--- config.mk ---
export PLATFORM = sky130hd
export DESIGN_NAME = ste_bus_arbiter_flat
export DESIGN_NICKNAME = d
export VERILOG_FILES = /design/src/rtl/ste_bus_pkg.sv /design/src/rtl/ste_bus_arbiter_if.sv /design/src/rtl/ste_bus_arbiter_prio_sel.sv /design/src/rtl/ste_bus_arbiter.sv /design/src/flat_wrapper.sv
export SDC_FILE = /design/constraint.sdc
export NUM_CORES = 1
export LEC_CHECK = 0
export BUFFER_PORTS_ARGS = -buffer_cell sky130_fd_sc_hd__buf_2
export CELL_PAD_IN_SITES_DETAIL_PLACEMENT = 1
export CELL_PAD_IN_SITES_GLOBAL_PLACEMENT = 2
export CORE_ASPECT_RATIO = 1.75
export CORE_MARGIN = 3
export CORE_UTILIZATION = 37
export CTS_BUF_LIST = sky130_fd_sc_hd__clkbuf_16
export CTS_CLUSTER_DIAMETER = 50
export DETAILED_ROUTE_END_ITERATION = 10
export PLACE_DENSITY_LB_ADDON = 0.3
export SLEW_MARGIN = 30
export SYNTH_ARGS = -nofsm -noshare
export SYNTH_HDL_FRONTEND = slang
export SYNTH_HIERARCHICAL = 1
export SYNTH_SLANG_ARGS = --single-unit
--- constraint.sdc ---
create_clock -name clk32 -period 5.6 [get_ports clk32]
set_input_delay 0.84 -clock clk32 [delete_from_list [all_inputs] [get_ports clk32]]
set_output_delay 0.84 -clock clk32 [all_outputs]
set_load 0.005 [all_outputs]
--- src/rtl/ste_bus_pkg.sv ---
// Shared types and helpers for the ST bus-mastership arbiter and its
// priority selector.
package ste_bus_pkg;

  typedef enum logic [2:0] {
    IDLE,
    WAIT_AS,
    GRANT,
    OWNED,
    RELEASE
  } arb_state_t;

  localparam int unsigned REQ_DMA   = 0;
  localparam int unsigned REQ_BLIT  = 1;
  localparam int unsigned MAX_NREQ  = 16;

  // Callers truncate the result to their own request width.
  function automatic logic [MAX_NREQ-1:0] onehot(input int unsigned idx);
    return MAX_NREQ'(1) << idx;
  endfunction

endpackage

--- src/rtl/ste_bus_arbiter_if.sv ---
// Bus-mastership handshake between the alternate masters and the arbiter.
// master = requesting side, slave = arbiter side.
interface ste_bus_arbiter_if #(
  parameter int NREQ = 2
);
  localparam int OW = (NREQ > 1) ? $clog2(NREQ) : 1;

  logic            as_n;
  logic [NREQ-1:0] req;
  logic [NREQ-1:0] busy;
  logic [NREQ-1:0] grant;
  logic [OW-1:0]   owner;
  logic            bgack_n;
  logic            bus_free;
  logic [NREQ-1:0] yield;
  logic            timeout;
  logic            err_busy;

  modport master (
    output as_n, req, busy,
    input  grant, owner, bgack_n, bus_free, yield, timeout, err_busy
  );

  modport slave (
    input  as_n, req, busy,
    output grant, owner, bgack_n, bus_free, yield, timeout, err_busy
  );

endinterface

--- src/rtl/ste_bus_arbiter_prio_sel.sv ---
// Combinational rotating priority encoder: first set request at or after
// the start pointer (pointer forced to 0 when rotation is disabled).
module bus_prio_sel #(
  parameter int NREQ = 2,
  parameter int OW   = (NREQ > 1) ? $clog2(NREQ) : 1
) (
  input  logic [NREQ-1:0] i_req,
  input  logic [OW-1:0]   i_rr_ptr,
  input  logic            i_rr_en,
  output logic [OW-1:0]   o_winner,
  output logic            o_valid
);

  always_comb begin
    int unsigned start;
    int unsigned idx;
    o_winner = '0;
    o_valid  = 1'b0;
    start    = i_rr_en ? 32'(i_rr_ptr) : 0;
    idx      = 0;
    for (int unsigned k = 0; k < NREQ; k++) begin
      idx = (start + k) % NREQ;
      if (!o_valid && i_req[OW'(idx)]) begin
        o_valid  = 1'b1;
        o_winner = OW'(idx);
      end
    end
  end

endmodule

--- src/rtl/ste_bus_arbiter.sv ---
// 68000-style BR/BG/BGACK sequencer between the CPU and NREQ alternate
// masters; decisions are taken only on 8 MHz bus-phase ticks.
module ste_bus_arbiter
  import ste_bus_pkg::*;
#(
  parameter int NREQ          = 2,
  parameter int ROUND_ROBIN   = 0,
  parameter int GRANT_TIMEOUT = 8,
  parameter int MAX_HOLD      = 64
) (
  input  logic               clk32,
  input  logic               reset,
  input  logic               clk_en,
  ste_bus_arbiter_if.slave   bus
);

  localparam int OW = (NREQ > 1) ? $clog2(NREQ) : 1;
  localparam int TW = (GRANT_TIMEOUT > 1) ? $clog2(GRANT_TIMEOUT) : 1;
  localparam int HW = $clog2(MAX_HOLD + 1);

  arb_state_t      r_state,    w_state_n;
  logic [NREQ-1:0] r_grant,    w_grant_n;
  logic [OW-1:0]   r_owner,    w_owner_n;
  logic            r_bgack_n,  w_bgack_n_n;
  logic            r_bus_free, w_bus_free_n;
  logic [NREQ-1:0] r_yield,    w_yield_n;
  logic            r_timeout,  w_timeout_n;
  logic            r_err_busy, w_err_busy_n;
  logic [OW-1:0]   r_rr_ptr,   w_rr_ptr_n;
  logic [TW-1:0]   r_tcnt,     w_tcnt_n;
  logic [HW-1:0]   r_hcnt,     w_hcnt_n;

  logic [OW-1:0]   w_winner;
  logic            w_valid;
  logic [NREQ-1:0] w_win_oh;
  logic [NREQ-1:0] w_own_oh;
  logic [NREQ-1:0] w_allowed;
  logic            w_own_req;
  logic            w_own_busy;
  logic            w_others_req;
  logic [HW-1:0]   w_hcnt_inc;

  bus_prio_sel #(
    .NREQ (NREQ),
    .OW   (OW)
  ) u_prio_sel (
    .i_req    (bus.req),
    .i_rr_ptr (r_rr_ptr),
    .i_rr_en  (ROUND_ROBIN != 0),
    .o_winner (w_winner),
    .o_valid  (w_valid)
  );

  always_comb begin
    w_win_oh     = NREQ'(onehot(32'(w_winner)));
    w_own_oh     = NREQ'(onehot(32'(r_owner)));
    w_own_req    = |(bus.req & w_own_oh);
    w_own_busy   = |(bus.busy & w_own_oh);
    w_others_req = |(bus.req & ~w_own_oh);
    w_hcnt_inc   = (r_hcnt == HW'(MAX_HOLD)) ? r_hcnt : r_hcnt + 1'b1;
    // Only the granted or owning master may legitimately drive busy.
    w_allowed    = (r_state == GRANT || r_state == OWNED) ? w_own_oh : '0;
  end

  always_comb begin
    w_state_n    = r_state;
    w_grant_n    = r_grant;
    w_owner_n    = r_owner;
    w_bgack_n_n  = r_bgack_n;
    w_bus_free_n = r_bus_free;
    w_yield_n    = r_yield;
    w_timeout_n  = 1'b0;
    w_err_busy_n = r_err_busy;
    w_rr_ptr_n   = r_rr_ptr;
    w_tcnt_n     = r_tcnt;
    w_hcnt_n     = r_hcnt;

    if (clk_en) begin
      if (|(bus.busy & ~w_allowed)) begin
        w_err_busy_n = 1'b1;
      end

      unique case (r_state)
        IDLE: begin
          if (w_valid) begin
            w_owner_n = w_winner;
            if (bus.as_n) begin
              w_state_n    = GRANT;
              w_grant_n    = w_win_oh;
              w_bus_free_n = 1'b0;
            end else begin
              w_state_n = WAIT_AS;
            end
          end
        end

        WAIT_AS: begin
          if (!w_own_req) begin
            w_state_n = IDLE;
            w_owner_n = '0;
          end else if (bus.as_n) begin
            w_state_n    = GRANT;
            w_grant_n    = w_own_oh;
            w_bus_free_n = 1'b0;
          end
        end

        GRANT: begin
          if (w_own_busy) begin
            w_state_n   = OWNED;
            w_grant_n   = '0;
            w_bgack_n_n = 1'b0;
            w_tcnt_n    = '0;
            w_hcnt_n    = '0;
          end else if (!w_own_req || r_tcnt == TW'(GRANT_TIMEOUT - 1)) begin
            w_state_n    = IDLE;
            w_grant_n    = '0;
            w_bus_free_n = 1'b1;
            w_owner_n    = '0;
            w_tcnt_n     = '0;
            w_timeout_n  = w_own_req;
          end else begin
            w_tcnt_n = r_tcnt + 1'b1;
          end
        end

        OWNED: begin
          if (!w_own_busy) begin
            w_state_n   = RELEASE;
            w_bgack_n_n = 1'b1;
            w_yield_n   = '0;
          end else begin
            w_hcnt_n  = w_hcnt_inc;
            w_yield_n = (w_hcnt_inc >= HW'(MAX_HOLD) && w_others_req) ? w_own_oh : '0;
          end
        end

        RELEASE: begin
          w_state_n    = IDLE;
          w_bus_free_n = 1'b1;
          w_yield_n    = '0;
          w_owner_n    = '0;
          w_hcnt_n     = '0;
          if (ROUND_ROBIN != 0) begin
            w_rr_ptr_n = (r_owner == OW'(NREQ - 1)) ? '0 : r_owner + 1'b1;
          end
        end

        default: w_state_n = IDLE;
      endcase
    end
  end

  always_ff @(posedge clk32) begin
    if (reset) begin
      r_state    <= IDLE;
      r_grant    <= '0;
      r_owner    <= '0;
      r_bgack_n  <= 1'b1;
      r_bus_free <= 1'b1;
      r_yield    <= '0;
      r_timeout  <= 1'b0;
      r_err_busy <= 1'b0;
      r_rr_ptr   <= '0;
      r_tcnt     <= '0;
      r_hcnt     <= '0;
    end else begin
      r_state    <= w_state_n;
      r_grant    <= w_grant_n;
      r_owner    <= w_owner_n;
      r_bgack_n  <= w_bgack_n_n;
      r_bus_free <= w_bus_free_n;
      r_yield    <= w_yield_n;
      r_timeout  <= w_timeout_n;
      r_err_busy <= w_err_busy_n;
      r_rr_ptr   <= w_rr_ptr_n;
      r_tcnt     <= w_tcnt_n;
      r_hcnt     <= w_hcnt_n;
    end
  end

  assign bus.grant    = r_grant;
  assign bus.owner    = r_owner;
  assign bus.bgack_n  = r_bgack_n;
  assign bus.bus_free = r_bus_free;
  assign bus.yield    = r_yield;
  assign bus.timeout  = r_timeout;
  assign bus.err_busy = r_err_busy;

endmodule

--- src/flat_wrapper.sv ---
// flat-port wrapper written by rule: the top's interface ports become plain ports
module ste_bus_arbiter_flat import ste_bus_pkg::*;
#(
  parameter int NREQ          = 2,
  parameter int ROUND_ROBIN   = 0,
  parameter int GRANT_TIMEOUT = 8,
  parameter int MAX_HOLD      = 64
)
  (clk32, reset, clk_en, bus_as_n, bus_req, bus_busy, bus_grant, bus_owner, bus_bgack_n, bus_bus_free, bus_yield, bus_timeout, bus_err_busy);
  ste_bus_arbiter_if #(.NREQ(NREQ)) bus_i ();
  input  logic clk32;
  input  logic reset;
  input  logic clk_en;
  input wire logic [$bits(bus_i.as_n)-1:0] bus_as_n;
  input wire logic [$bits(bus_i.req)-1:0] bus_req;
  input wire logic [$bits(bus_i.busy)-1:0] bus_busy;
  output wire logic [$bits(bus_i.grant)-1:0] bus_grant;
  output wire logic [$bits(bus_i.owner)-1:0] bus_owner;
  output wire logic [$bits(bus_i.bgack_n)-1:0] bus_bgack_n;
  output wire logic [$bits(bus_i.bus_free)-1:0] bus_bus_free;
  output wire logic [$bits(bus_i.yield)-1:0] bus_yield;
  output wire logic [$bits(bus_i.timeout)-1:0] bus_timeout;
  output wire logic [$bits(bus_i.err_busy)-1:0] bus_err_busy;
  assign bus_i.as_n = bus_as_n;
  assign bus_i.req = bus_req;
  assign bus_i.busy = bus_busy;
  assign bus_grant = bus_i.grant;
  assign bus_owner = bus_i.owner;
  assign bus_bgack_n = bus_i.bgack_n;
  assign bus_bus_free = bus_i.bus_free;
  assign bus_yield = bus_i.yield;
  assign bus_timeout = bus_i.timeout;
  assign bus_err_busy = bus_i.err_busy;
  ste_bus_arbiter #(.NREQ(NREQ), .ROUND_ROBIN(ROUND_ROBIN), .GRANT_TIMEOUT(GRANT_TIMEOUT), .MAX_HOLD(MAX_HOLD)) u_core (.clk32(clk32), .reset(reset), .clk_en(clk_en), .bus(bus_i));
endmodule
## Yosys cells after proc, flatten, opt, wreduce, memory -nomap -nowiden

Cells that the tools add are included.

- Register bits after elaboration: 22
- Bits of input ports: 8
- Logic and storage cells: 110

- Add/sub/neg operators: 2
- $lt $le $gt $ge: 1
- Equal/unequal tests: 18
- Shifts and indexed selects: 2
- Multiplexer cells: 42
- Bitwise operators: 9
- Reduce and logical (&&, ||, !) cells: 26

Operators by type and width:

| kind | number |
|---|---|
| two-way mux 3 bit | 8 |
| two-way mux 7 bit | 3 |
| one-hot mux 7 bit (3 select lines) | 1 |
| two-way mux 2 bit | 10 |
| two-way mux 1 bit | 14 |
| inequality test 2 bit (second input constant) | 7 |
| one-hot mux 3 bit (4 select lines) | 1 |
| AND reduction 6 bit | 2 |
| bitwise AND 2 bit | 4 |
| one-hot mux 1 bit (4 select lines) | 2 |
| AND reduction 4 bit | 2 |
| OR reduction 2 bit | 4 |
| adder 7 x 1 -> 7 bit (second input constant) | 1 |
| == test 7 bit (second input constant) | 1 |
| greater-or-equal comparator 7 bit (second input constant) | 1 |
| AND reduction 7 bit | 1 |
| == test 3 x 2 -> 1 bit (second input constant) | 2 |
| == test 3 bit (second input constant) | 2 |
| inequality test 2 x 1 -> 1 bit (second input constant) | 3 |
| one-hot mux 2 bit (3 select lines) | 1 |
| AND reduction 2 bit | 3 |
| nonzero test 3 bit | 2 |
| OR reduction 6 bit | 1 |
| AND reduction 5 bit | 1 |
| 15 further kinds | 23 |

## Depth between registers and ports, before layout

- Depth after elaboration: 8
- Mapped depth: 6
- Mapped depth without buffers: 6

## Cells and area by module

Netlist, hierarchy kept.

Modules (own cells, without submodules):

| module | instances | cells each | area an instance (µm²) | seq. area each (µm²) |
|---|---|---|---|---|
| ste_bus_arbiter | 1 | 163 | 1365.1 | 440.4 |
| bus_prio_sel | 1 | 3 | 17.5 | 0.0 |

## Worst setup path before layout

Ideal clock, no wire load.

- Path kind: input to register
- From: input bus_req[0]
- To: register u_core.r_state[0]
- Setup time: 70 ps
- Arrival time: 2020 ps
- Path slack: 3509 ps
- Stages: 4
- Cells stage by stage: mux2_4 -> a41o_1 -> or4_1 -> a21oi_1

- Word-level cells in the longest chain between the ends: 6
- Elaborated cells between the ends (all ways): 14
- Classes of those cells: eq/ne (3); mux (4); bitwise (1); reduce/logical (6)

Ends and longest elaborated chain:

| element | line | text |
|---|---|---|
| start, declared | flat_wrapper.sv:15 | `input wire logic [$bits(bus_i.req)-1:0] bus_req;` |
| bitwise AND 2 bit / two-way mux 1 bit (equally long branches) | ste_bus_arbiter.sv:57, ste_bus_arbiter_prio_sel.sv:23 |  |
| OR reduction 2 bit / zero test 1 bit (equally long branches) | ste_bus_arbiter.sv:57, ste_bus_arbiter_prio_sel.sv:23 |  |
| zero test 1 bit / logical AND 1 bit (equally long branches) | -- |  |
| logical OR 1 bit / two-way mux 1 bit (equally long branches) | ste_bus_arbiter.sv:115, ste_bus_arbiter_prio_sel.sv:23 |  |
| inequality test 3 x 2 -> 1 bit (no line) / inequality test 2 bit (equally long branches) | -- |  |
| AND reduction 5 bit (no line) | -- |  |
| end signal, assigned | ste_bus_arbiter.sv:168 | `r_state <= w_state_n;` |
| end, declared | ste_bus_arbiter.sv:21 | `arb_state_t r_state, w_state_n;` |

Parallel ways exist; a longest one is shown, timed or not.
A chain may end at the register's enable or synchronous reset.

## Final worst setup path

- From: register u_core.r_hcnt[0]
- To: register u_core.r_yield[1] (netlist: u_core/bus.yield[1])

- Word-level cells in the longest chain between the ends: 7
- Elaborated cells between the ends (all ways): 8
- Classes of those cells: add/sub (1); order compare (1); eq/ne (1); mux (4); reduce/logical (1)

Ends and longest elaborated chain:

| element | line | text |
|---|---|---|
| start, declared | ste_bus_arbiter.sv:31 | `logic [HW-1:0] r_hcnt, w_hcnt_n;` |
| start signal, assigned | ste_bus_arbiter.sv:178 | `r_hcnt <= w_hcnt_n;` |
| adder 7 x 1 -> 7 bit / == test 7 bit (equally long branches) | ste_bus_arbiter.sv:60 | `w_hcnt_inc = (r_hcnt == HW'(MAX_HOLD)) ? r_hcnt : r_hcnt + 1'b1;` |
| two-way mux 7 bit (*) | ste_bus_arbiter.sv:60 |  |
| greater-or-equal comparator 7 bit (*) | ste_bus_arbiter.sv:134 | `w_yield_n = (w_hcnt_inc >= HW'(MAX_HOLD) && w_others_req) ? w_own_oh : '0;` |
| logical AND 1 bit (*) | ste_bus_arbiter.sv:134 |  |
| two-way mux 2 bit (*) | ste_bus_arbiter.sv:134 |  |
| two-way mux 2 bit (*) | ste_bus_arbiter.sv:128 | `if (!w_own_busy) begin` |
| one-hot mux 2 bit (2 select lines) (*) | ste_bus_arbiter.sv:83 | `unique case (r_state)` |
| end signal, assigned | ste_bus_arbiter.sv:173 | `r_yield <= w_yield_n;` |
| end, declared | ste_bus_arbiter.sv:26 | `logic [NREQ-1:0] r_yield, w_yield_n;` |

Mark *: on every way between the ends. The rest lies on a longest branch, timed or not.

==> results.txt <==
via density per instance = 5.856
Reg clk slew, reported paths = 0.06 ns
Syn. warnings = 6
Critical Path End = u_core/bus.yield[1]
Leak Pwr = 0.5586 nW
status = finished clean
critical path, cell by cell = ha_1 -> nand3_1 -> or3_1 -> a2111oi_0 -> a32o_1
CTS sink count = 22
Rows = 28
flop-to-flop setup slack = 3.29 ns
area leader, netlist = dfxtp_1
worst reg2reg path depth = 5
DRT iter0 DRCs = 13
Clock Root Buffer = clkbuf_16
Syn Std Cell Area = 1383 µm²
CTS tree = yes
crit path DAT = 2.51 ns
FF-to-FF Start = u_core/r_hcnt[0]
P&R area growth vs syn = 12.49%
critical path required time = 5.79 ns
Core Footprint = 3468 µm²
antenna violations before repair = 0
Slew @ Worst Pin = 0.9163 ns
vias = 1,300
post-synthesis sequential area ratio = 31.86%
fraction of registers with async set/reset = 0%
DRT Pass-1 Iters = 4
worst vdd ir = 0.1646 mV
DP Wirelength = 3.011 mm
largest net degree at the start of global routing = 21
Synth Area in Compound Gates = 28.14%
Clock Tree Buf Depth = 2
largest family of logic cells by synthesized area = compound AO/OA/AOI/OAI gates
first-pass GRT wire length = 6.941 mm
nets@finish = 191
Synth Flop Type = dfxtp_1
GPL Wtd Cong = 0.8422
Mapped Cells = 166
Setup CP Type = reg2reg
Max Cap Viol = 0
Seq cells post-synth = 22
Post-CTS Setup Inserts = 0
hold-fix buffers at CTS = 0
DR DRC count = 0
Avg WL per Cell = 17.72 µm
Die X = 52.21 µm
adder-cell share of the synthesized area = 3.620%
total die area = 4535 µm²
I/O pin count = 17
Startpoint Class = register
initial core utilization = 39.86%
port bufs = 16
final core utilization = 44.84%
CTS Buf Count = 3
RSZ-0062 raised after global routing = no
post-synth top area share = 31.86%
xor-xnor portion of the synthesized cell area = 0.6335%
slowest stage delay, CP = 0.84 ns
post-cts resize count = 0
layout cells sized above 1 = 15.25%
Clk Latency, worst-skew pair = 0.25 ns
fin crit period = 2.313 ns
fin crit share = 41.31%
mux cell area share after synthesis = 7.783%
pwr dens = 242.7 nW/µm²
Critical Path End Type = register
clk_skew = 0.002898 ns
Filler cells = 429
most area-consuming cells after synthesis = dfxtp_1 (32%), mux2i_1 (5.1%), a21oi_1 (4.3%), ha_1 (3.6%), nand2_1 (3.5%)
TNS Setup = 0 ns
final max-slew violation count = 0
final hold violation count = 0
slowest stage cell on the critical path = a2111oi_0
vias in the first global route = 1,442
gr usage total = 20.09%
gr ovfl total = 0
worst r2r dst = u_core/bus.yield[1]
Synth cell types = 55
simple-gate area share of the yosys netlist = 21.90%
Critical Path Source = u_core/r_hcnt[0]
ANT nets after route = 0
FMAX = 432.3 MHz
endpoints failing setup = 0
max_slew headroom = 37.33%
Avg Inst Size Synth = 8.329 µm²
HP Class = reg2reg
CP max FO = 5
n_diodes = 0
H-tree Lvls = 1
Post-synth EDFFs = 0
final wirelength = 3.934 mm
Die Y = 86.87 µm
[worst max-delay path, delay by kind of cell, from the launching register on]
family / cells / cell delay (ns)
fa+ha+maj: 1 / 0.21
compound gates: 2 / 1.10
flops: 1 / 0.38
simple gates: 2 / 0.57
[synth_stat cells, types with 2 or more instances]
master,instances
nor3_1,5
clkbuf_1,7
a31o_1,2
mux2_2,2
nor4_1,2
ha_1,4
o21a_1,2
a21oi_1,12
o2111ai_1,2
or3_1,2
nand3b_1,2
nor2b_1,2
nor3b_1,3
nor2_1,9
nand2b_1,4
o211ai_1,2
a31o_2,2
inv_1,10
mux2i_1,7
a32o_1,2
and3_1,2
nand2_1,13
or4_1,2
a31oi_1,2
dfxtp_1,22
o31ai_1,2
nand3_1,3
o311ai_0,4
o21ai_0,7
[through the flow]
| step | hold slack, ns | total power, mW | area, µm² | std cells | worst slack, ns |
|---|---|---|---|---|---|
| 2_1_floorplan | 0.4356 | 0.2149 | 1386 | 167 | 3.509 |
| 3_3_place_gp | 0.4340 | 0.2313 | 1480 | 219 | 3.249 |
| 3_5_place_dp | 0.4527 | 0.2332 | 1480 | 219 | 3.208 |
| 4_1_cts | 0.4609 | 0.3838 | 1555 | 222 | 3.291 |
| 5_1_grt | 0.4820 | 0.3991 | 1555 | 222 | 3.157 |
| 6_report | 0.4543 | 0.3774 | 1555 | 222 | 3.287 |
[power breakdown]
group	leakage, nW	total (mW)	internal [mW]	switching (mW)
clock	0.0370	0.148	0.0942	0.0536
sequential	0.178	0.172	0.162	0.00997
combinational	0.343	0.0580	0.0237	0.0343
total	0.559	0.377	0.280	0.0978
[layer usage]
metal	global-route usage (%)	up-vias	wire [µm]	part of all wire, %
met5	0	-	0	0
met4	6.279	0	25	0.64
met3	1.544	2	29	0.74
met2	40.09	6	2356	60
met1	21.00	642	1522	39
li1	-	650	-	-
[worst min path at each step]
stage	endpoint	cells after the start	from
finish	u_core/bus.err_busy	2	u_core/bus.err_busy
global route	u_core/bus.bus_free	1	u_core/bus.bus_free
CTS	u_core/bus.err_busy	2	u_core/bus.err_busy
detailed placement	u_core/bus.err_busy	2	u_core/bus.err_busy
global placement	u_core/bus.err_busy	2	u_core/bus.err_busy
floorplan	u_core/r_tcnt[1]	2	u_core/r_tcnt[1]
[cells by family (layout without fill, tap and decap cells)]
family	after synthesis	count (layout)
buf+inv	19	29
compound gates	53	53
xor+xnor	1	1
simple gates	56	56
flops	22	22
fa+ha+maj	4	4
other cells	1	2
mux	10	10
[layout by cell type, fill, tap and decap left out, drive strengths merged, types with 3 or more instances in the layout]
| cell type | synthesis | routed |
|---|---|---|
| nor2 | 9 | 9 |
| dfxtp | 22 | 22 |
| nand2b | 4 | 4 |
| o21ai | 7 | 7 |
| nand3 | 3 | 3 |
| mux2i | 7 | 7 |
| clkbuf | 7 | 3 |
| a31o | 4 | 4 |
| a21oi | 12 | 12 |
| nor3b | 3 | 3 |
| mux2 | 3 | 3 |
| inv | 10 | 10 |
| nor3 | 5 | 5 |
| buf | 2 | 16 |
| ha | 4 | 4 |
| o311ai | 4 | 4 |
| nand2 | 13 | 13 |
[flip-flops by register name (all words and copies together), names as in the netlist]
name	flops
u_core/bus.owner	1
u_core/bus.yield	2
u_core/bus.err_busy	1
u_core/r_state	3
u_core/bus.bus_free	1
u_core/bus.bgack_n	1
u_core/bus.timeout	1
u_core/bus.grant	2
u_core/r_tcnt	3
u_core/r_hcnt	7
[area by class of cell]
cell class	instances	area (µm²)	area share (%)
Multi-Input combinational cell	126	865.8	55.67
Sequential cell	22	440.4	28.32
Timing Repair Buffer	16	80.08	5.149
Clock buffer	3	75.07	4.827
Tap cell	45	56.30	3.620
Inverter	10	37.54	2.414
Power figures use the tool's default switching activity.
